<file path="src/rtl/sample_sum_pkg.sv">
// Shared state encoding and width helpers for the multi-channel sample summer.
// Pure declarations: no latency, no flow control.
package sample_sum_pkg;

    typedef enum logic [1:0] {
        IDLE = 2'd0,
        ACC  = 2'd1,
        DONE = 2'd2
    } state_t;

    function automatic int calc_idx_w(input int sample_num);
        return (sample_num > 1) ? $clog2(sample_num) : 1;
    endfunction

    function automatic int calc_sum_w(input int data_w, input int sample_num);
        return data_w + 1 + $clog2(sample_num + 1);
    endfunction

endpackage

</file>
<file path="src/rtl/sample_sum_ch.sv">
// One channel: presample ring with running sum, latched baseline, window integrator and peak tracker.
// Latency: results settle one cycle after the last window sample; no local backpressure, the top FSM holds it.
module sample_sum_ch #(
    parameter int DATA_W        = 12,
    parameter int PRESAMPLE_NUM = 4,
    parameter int IDX_W         = 5,
    parameter int SUM_W         = 18
) (
    input  logic              clk,
    input  logic              rst,
    input  logic [DATA_W-1:0] sample,
    input  logic              start,
    input  logic              acc_en,
    input  logic [IDX_W-1:0]  idx,
    output logic [SUM_W-1:0]  sum,
    output logic [DATA_W-1:0] base,
    output logic [DATA_W-1:0] peak,
    output logic [IDX_W-1:0]  peak_idx
);

    localparam int LOG_PN = $clog2(PRESAMPLE_NUM);
    localparam int RS_W   = DATA_W + LOG_PN;

    logic [DATA_W-1:0] ring [PRESAMPLE_NUM];
    logic [RS_W-1:0]   run_sum;

    always_ff @(posedge clk) begin
        if (rst) begin
            for (int i = 0; i < PRESAMPLE_NUM; i++) begin
                ring[i] <= '0;
            end
            run_sum  <= '0;
            base     <= '0;
            sum      <= '0;
            peak     <= '0;
            peak_idx <= '0;
        end else begin
            // ring[PRESAMPLE_NUM-1] is the oldest presample and leaves the running sum this cycle
            ring[0] <= sample;
            for (int i = 1; i < PRESAMPLE_NUM; i++) begin
                ring[i] <= ring[i-1];
            end
            run_sum <= run_sum + RS_W'(sample) - RS_W'(ring[PRESAMPLE_NUM-1]);

            if (start) begin
                base <= DATA_W'(run_sum >> LOG_PN);
                sum  <= '0;
            end

            if (acc_en) begin
                sum <= sum + SUM_W'(sample) - SUM_W'(base);
                if ((idx == '0) || (sample > peak)) begin
                    peak     <= sample;
                    peak_idx <= idx;
                end
            end
        end
    end

endmodule

</file>
<file path="src/rtl/sample_sum_mc.sv">
// Multi-channel triggered baseline-subtracted window summer with peak finder, NCH channels in lock-step.
// Latency: out_valid SAMPLE_NUM+1 cycles after L0; result held in DONE until out_ready, L0 dropped while busy.
module sample_sum_mc
    import sample_sum_pkg::*;
#(
    parameter  int NCH           = 4,
    parameter  int DATA_W        = 12,
    parameter  int PRESAMPLE_NUM = 4,
    parameter  int SAMPLE_NUM    = 24,
    localparam int IDX_W         = calc_idx_w(SAMPLE_NUM),
    localparam int SUM_W         = calc_sum_w(DATA_W, SAMPLE_NUM)
) (
    input  logic                  clk,
    input  logic                  rst,
    input  logic                  L0,
    input  logic [NCH*DATA_W-1:0] data_in,
    output logic                  busy,
    output logic                  l0_drop,
    output logic                  out_valid,
    input  logic                  out_ready,
    output logic [NCH*SUM_W-1:0]  sum_out,
    output logic [NCH*DATA_W-1:0] base_out,
    output logic [NCH*DATA_W-1:0] peak_out,
    output logic [NCH*IDX_W-1:0]  peak_idx
);

    state_t           state;
    logic [IDX_W-1:0] cnt;
    logic             start;
    logic             acc_en;
    logic             last;

    assign start  = (state == IDLE) && L0;
    assign acc_en = (state == ACC);
    assign last   = (cnt == IDX_W'(SAMPLE_NUM - 1));

    always_ff @(posedge clk) begin
        if (rst) begin
            state     <= IDLE;
            cnt       <= '0;
            busy      <= 1'b0;
            out_valid <= 1'b0;
            l0_drop   <= 1'b0;
        end else begin
            l0_drop <= L0 && (state != IDLE);
            case (state)
                IDLE: begin
                    if (L0) begin
                        state <= ACC;
                        cnt   <= '0;
                        busy  <= 1'b1;
                    end
                end
                ACC: begin
                    if (last) begin
                        state     <= DONE;
                        out_valid <= 1'b1;
                    end else begin
                        cnt <= cnt + IDX_W'(1);
                    end
                end
                DONE: begin
                    if (out_ready) begin
                        state     <= IDLE;
                        out_valid <= 1'b0;
                        busy      <= 1'b0;
                    end
                end
                default: begin
                    state     <= IDLE;
                    busy      <= 1'b0;
                    out_valid <= 1'b0;
                end
            endcase
        end
    end

    for (genvar c = 0; c < NCH; c++) begin : g_ch
        sample_sum_ch #(
            .DATA_W        (DATA_W),
            .PRESAMPLE_NUM (PRESAMPLE_NUM),
            .IDX_W         (IDX_W),
            .SUM_W         (SUM_W)
        ) u_ch (
            .clk      (clk),
            .rst      (rst),
            .sample   (data_in[c*DATA_W +: DATA_W]),
            .start    (start),
            .acc_en   (acc_en),
            .idx      (cnt),
            .sum      (sum_out[c*SUM_W +: SUM_W]),
            .base     (base_out[c*DATA_W +: DATA_W]),
            .peak     (peak_out[c*DATA_W +: DATA_W]),
            .peak_idx (peak_idx[c*IDX_W +: IDX_W])
        );
    end

endmodule

</file>
<file path="config.mk">
export PLATFORM = sky130hd
export DESIGN_NAME = sample_sum_mc
export DESIGN_NICKNAME = d
export VERILOG_FILES = /design/src/rtl/sample_sum_pkg.sv /design/src/rtl/sample_sum_ch.sv /design/src/rtl/sample_sum_mc.sv
export SDC_FILE = /design/constraint.sdc
export NUM_CORES = 1
export LEC_CHECK = 0
export BUFFER_PORTS_ARGS = -buffer_cell sky130_fd_sc_hd__buf_2
export CAP_MARGIN = 30
export CORE_MARGIN = 1
export CORE_UTILIZATION = 45
export CTS_BUF_LIST = sky130_fd_sc_hd__clkbuf_16
export CTS_CLUSTER_SIZE = 14
export DETAILED_ROUTE_END_ITERATION = 16
export SKIP_CTS_REPAIR_TIMING = 1
export SLEW_MARGIN = 20
export SYNTH_ARGS = -nofsm -noshare
export SYNTH_HDL_FRONTEND = slang
export SYNTH_SLANG_ARGS = --single-unit
</file>
<file path="constraint.sdc">
create_clock -name clk -period 5.1 [get_ports clk]
set_input_delay 0.255 -clock clk [delete_from_list [all_inputs] [get_ports clk]]
set_output_delay 0.255 -clock clk [all_outputs]
set_load 0.02 [all_outputs]
</file>
==> flow_summary.toml <==
[worst_setup_path]
reg2reg_from = "g_ch[0].u_ch.sum[1]$_SDFFE_PP0P_"
r2r_end = "g_ch[0].u_ch.sum[16]$_SDFFE_PP0P_"
crit_end = "g_ch[0].u_ch.sum[16]$_SDFFE_PP0P_"
reg2reg_depth = 11
worstPathRequired_ns = 5.58
r2r_slack_ns = 1.67
critPathSlowestCell = "a2111oi_1"
worstSetupPathType = "flip-flop to flip-flop"
worst-path-max-fanout = 3
arrival_ns = 3.91
critPathCaptureType = "flip-flop"
startpoint = "g_ch[0].u_ch.sum[1]$_SDFFE_PP0P_"
crit_path_start_kind = "flip-flop"
cpPeakStageDelay_ns = 0.79
crit_chain = "inv_1, fa_1, inv_1, fa_1, a21o_1, a2111oi_1, o21ai_1, o211ai_1, a21oi_1, xnor2_1, o22ai_1"

[clock_network]
clkSinkCount = 446
clock_latency_ns = 0.60
numCtsBuffers = 50
clk_path_buf_depth = 3
cts_tree = "built"
cts.clk_slew.worst_paths_ns = 0.06
cts_max_level = 2
cts-root-buf = "clkbuf_16"

[placed_design]
io_buffers = 242
hpwlAfterDp_mm = 42.01
place_inst = 3478
dp_slack_ns = 1.478
place.gp.congestion = 0.8650

[pwr]
powerDensity_nw_per_um2 = 533.7
total_power_mw = 14.49
leakage_nw = 12.67
ir_drop_mv = 0.2589

[global_routing]
gr-total-overflow = 0
antenna_found_initial = 1
grt_pass1_vias = 17863
grt_max_degree = 116
grt_util_all_layers = 0.2168
grt_pass1_wl_mm = 92.03

[synthesis]
synth_cell_types = 76
synth_cells = 2638
async_reset_ff_frac = 0
ys_warn_count = 0
syn_area_um2 = 23300
yosysSeqAreaShare = 0.3831
ys_ff_latch = 446
synth_nets = 2964
synth_edf_count = 0
syn_area_per_cell_um2 = 8.834
synth_ff_type = "dfxtp_1"

[route]
ant_nets = 0
dr.pass1.iters = 6
viasPerCell = 5.035
via_count = 18152
wl_mm = 57.16
avgRoutedWirePerCell_um = 15.86
drtIter0Drc = 883
drc = 0

[final_layout]
fillers = 4747
drive_above_1_share = 0.1214
multi_input_area_um2 = 12340
fin_nets = 3214
area_delta_synth_final_pct = 16.53
register_area_um2 = 8929
final_cell_count_no_fill = 3605
insertedDiodeCount = 0

[job]
cap_violations = 0

[sta]
fin_crit_ns = 3.427
timing.final.ws_setup_ns = 1.673
slew_headroom = 0.3881
finalMaxSlewViolations = 0
hold_slack_ns = -0.04357
rsz0062_at_grt = "no"
final-setup-viol-count = 0
finalCritPeriodShare = 0.6719
setup_tns_ns = 0
fin_skew_ns = 0.01848
hold_viol_final = 5
tightestPinTransition_ns = 0.9179
max_freq_mhz = 291.8

[status]
status = "complete, but fails checks"
failed_checks = "hold timing"

[die]
dieArea_um2 = 52700
die_w_um = 229.6
coreArea_um2 = 51200
io_pins = 243
dieHeight_um = 229.6
initial_core_util = 0.4552
num_rows = 83

[hold_path]
holdPathStages = 3
hold_class = "primary input to flip-flop"
-- cell usage in the layout, fill, tap and decap left out, types with 32 or more instances in the layout --
cell,instances
nor3_1,47
o21a_1,32
ha_1,178
xnor2_1,50
nand2_1,186
dlygate4sd3_1,38
nand3_1,49
a21oi_1,156
o21ai_0,48
dfxtp_1,446
fa_1,96
inv_1,441
buf_2,241
mux2i_1,73
a21o_1,47
nor2b_1,168
clkbuf_16,51
xor2_1,32
nor2_1,219
-- cell usage after synthesis, types with 4 or more instances --
| cell type | n | area [um^2] |
|---|---|---|
| fa_1 | 96 | 1922 |
| clkbuf_1 | 84 | 315.3 |
| inv_1 | 436 | 1637 |
| or3_1 | 15 | 93.84 |
| a211o_1 | 5 | 43.79 |
| buf_2 | 4 | 20.02 |
| and3_1 | 4 | 25.02 |
| xnor2_1 | 50 | 437.9 |
| o21ai_0 | 48 | 240.2 |
| buf_6 | 4 | 45.04 |
| a21oi_1 | 156 | 780.8 |
| or4_1 | 7 | 52.55 |
| o41ai_1 | 5 | 43.79 |
| a21o_1 | 47 | 352.8 |
| a221oi_1 | 4 | 35.03 |
| nand3_1 | 49 | 245.2 |
| nor3b_1 | 5 | 37.54 |
| o211ai_1 | 13 | 97.59 |
| ha_1 | 178 | 2227 |
| a211oi_1 | 19 | 142.6 |
| buf_1 | 6 | 22.52 |
| o21ai_1 | 15 | 75.07 |
| nor2_1 | 220 | 825.8 |
| nand4_1 | 19 | 118.9 |
| nand2b_1 | 12 | 75.07 |
| nor2b_1 | 168 | 1051 |
| xor2_1 | 32 | 280.3 |
| dfxtp_1 | 446 | 8929 |
| nor4b_1 | 11 | 96.34 |
| or2_2 | 7 | 43.79 |
| a31oi_1 | 21 | 131.4 |
| o21a_1 | 32 | 240.2 |
| nor3_1 | 47 | 235.2 |
| mux2i_1 | 73 | 730.7 |
| a311o_1 | 4 | 40.04 |
| nand2_1 | 186 | 698.2 |
| o22ai_1 | 27 | 168.9 |
| o21bai_1 | 17 | 127.6 |
-- power by group --
group | internal, mW | switching, mW
combinational | 2.75 | 3.85
clock | 2.15 | 1.47
sequential | 3.95 | 0.316
-- how the worst min path moves through the flow --
stage	slack, ns	startpoint	to
5_1_grt	0.0005	data_in[1]	g_ch[0].u_ch.peak[1]$_SDFFE_PP0P_
3_3_place_gp	0.42	g_ch[3].u_ch.ring[0][2]$_SDFF_PP0_	g_ch[3].u_ch.ring[1][2]$_SDFF_PP0_
6_report	-0.04	data_in[8]	g_ch[0].u_ch.peak[8]$_SDFFE_PP0P_
2_1_floorplan	0.40	data_in[0]	g_ch[0].u_ch.ring[0][0]$_SDFF_PP0_
4_1_cts	-0.11	data_in[26]	g_ch[2].u_ch.peak[2]$_SDFFE_PP0P_
3_5_place_dp	0.42	g_ch[0].u_ch.ring[0][1]$_SDFF_PP0_	g_ch[0].u_ch.ring[1][1]$_SDFF_PP0_
-- worst max-delay path: cells and delay by family (launching register included) --
| family | cells | cell delay, ns |
|---|---|---|
| adder cells (fa/ha/maj) | 2 | 0.96 |
| flip-flops | 1 | 0.35 |
| AO/OA/AOI/OAI | 6 | 1.73 |
| XOR/XNOR | 1 | 0.15 |
| buffers and inverters | 2 | 0.14 |
-- layer usage --
metal,GRT usage,vias up,share of wire
met3,0.03648,98,0.049
li1,-,9092,-
met1,0.2851,8547,0.46
met4,0.08000,0,0.031
met2,0.3557,415,0.46
met5,0,-,0
-- registers in the layout, indices dropped and copies added, names as in the netlist --
register / flops
g_ch.u_ch.peak_idx: 20
cnt: 5
out_valid: 1
state: 2
l0_drop: 1
g_ch.u_ch.run_sum: 56
g_ch.u_ch.peak: 48
g_ch.u_ch.ring: 192
g_ch.u_ch.sum: 72
busy: 1
g_ch.u_ch.base: 48
-- logic make-up (layout without fill, tap and decap cells) --
kind of cell    after synthesis  in the layout  synth area share
simple gates                772            772            0.1626
buf+inv                     537            824           0.08901
compound gates              453            453            0.1246
flops                       446            446            0.3831
fa+ha+maj                   274            274            0.1780
xor+xnor                     82             82           0.03082
mux                          74             74           0.03184
-- stage by stage --
stage / instance area (um^2) / utilization / hold WS (ns)
floorplan: 23300 / - / 0.3954
global placement: 25110 / 0.4904 / 0.4156
detailed placement: 25160 / 0.4913 / 0.4204
CTS: 26780 / 0.5230 / -0.1072
global route: 27160 / 0.5304 / 0.0005002
finish: 27160 / 0.5304 / -0.04357
-- final cells by class --
class,count,share of cell area
Multi-Input combinational cell,1655,0.4545
Sequential cell,446,0.3288
Timing Repair Buffer,299,0.06542
Inverter,436,0.06026
Clock buffer,51,0.04699
Tap cell,680,0.03133
Clock inverter,38,0.01272
Power figures use the tool's default switching activity.
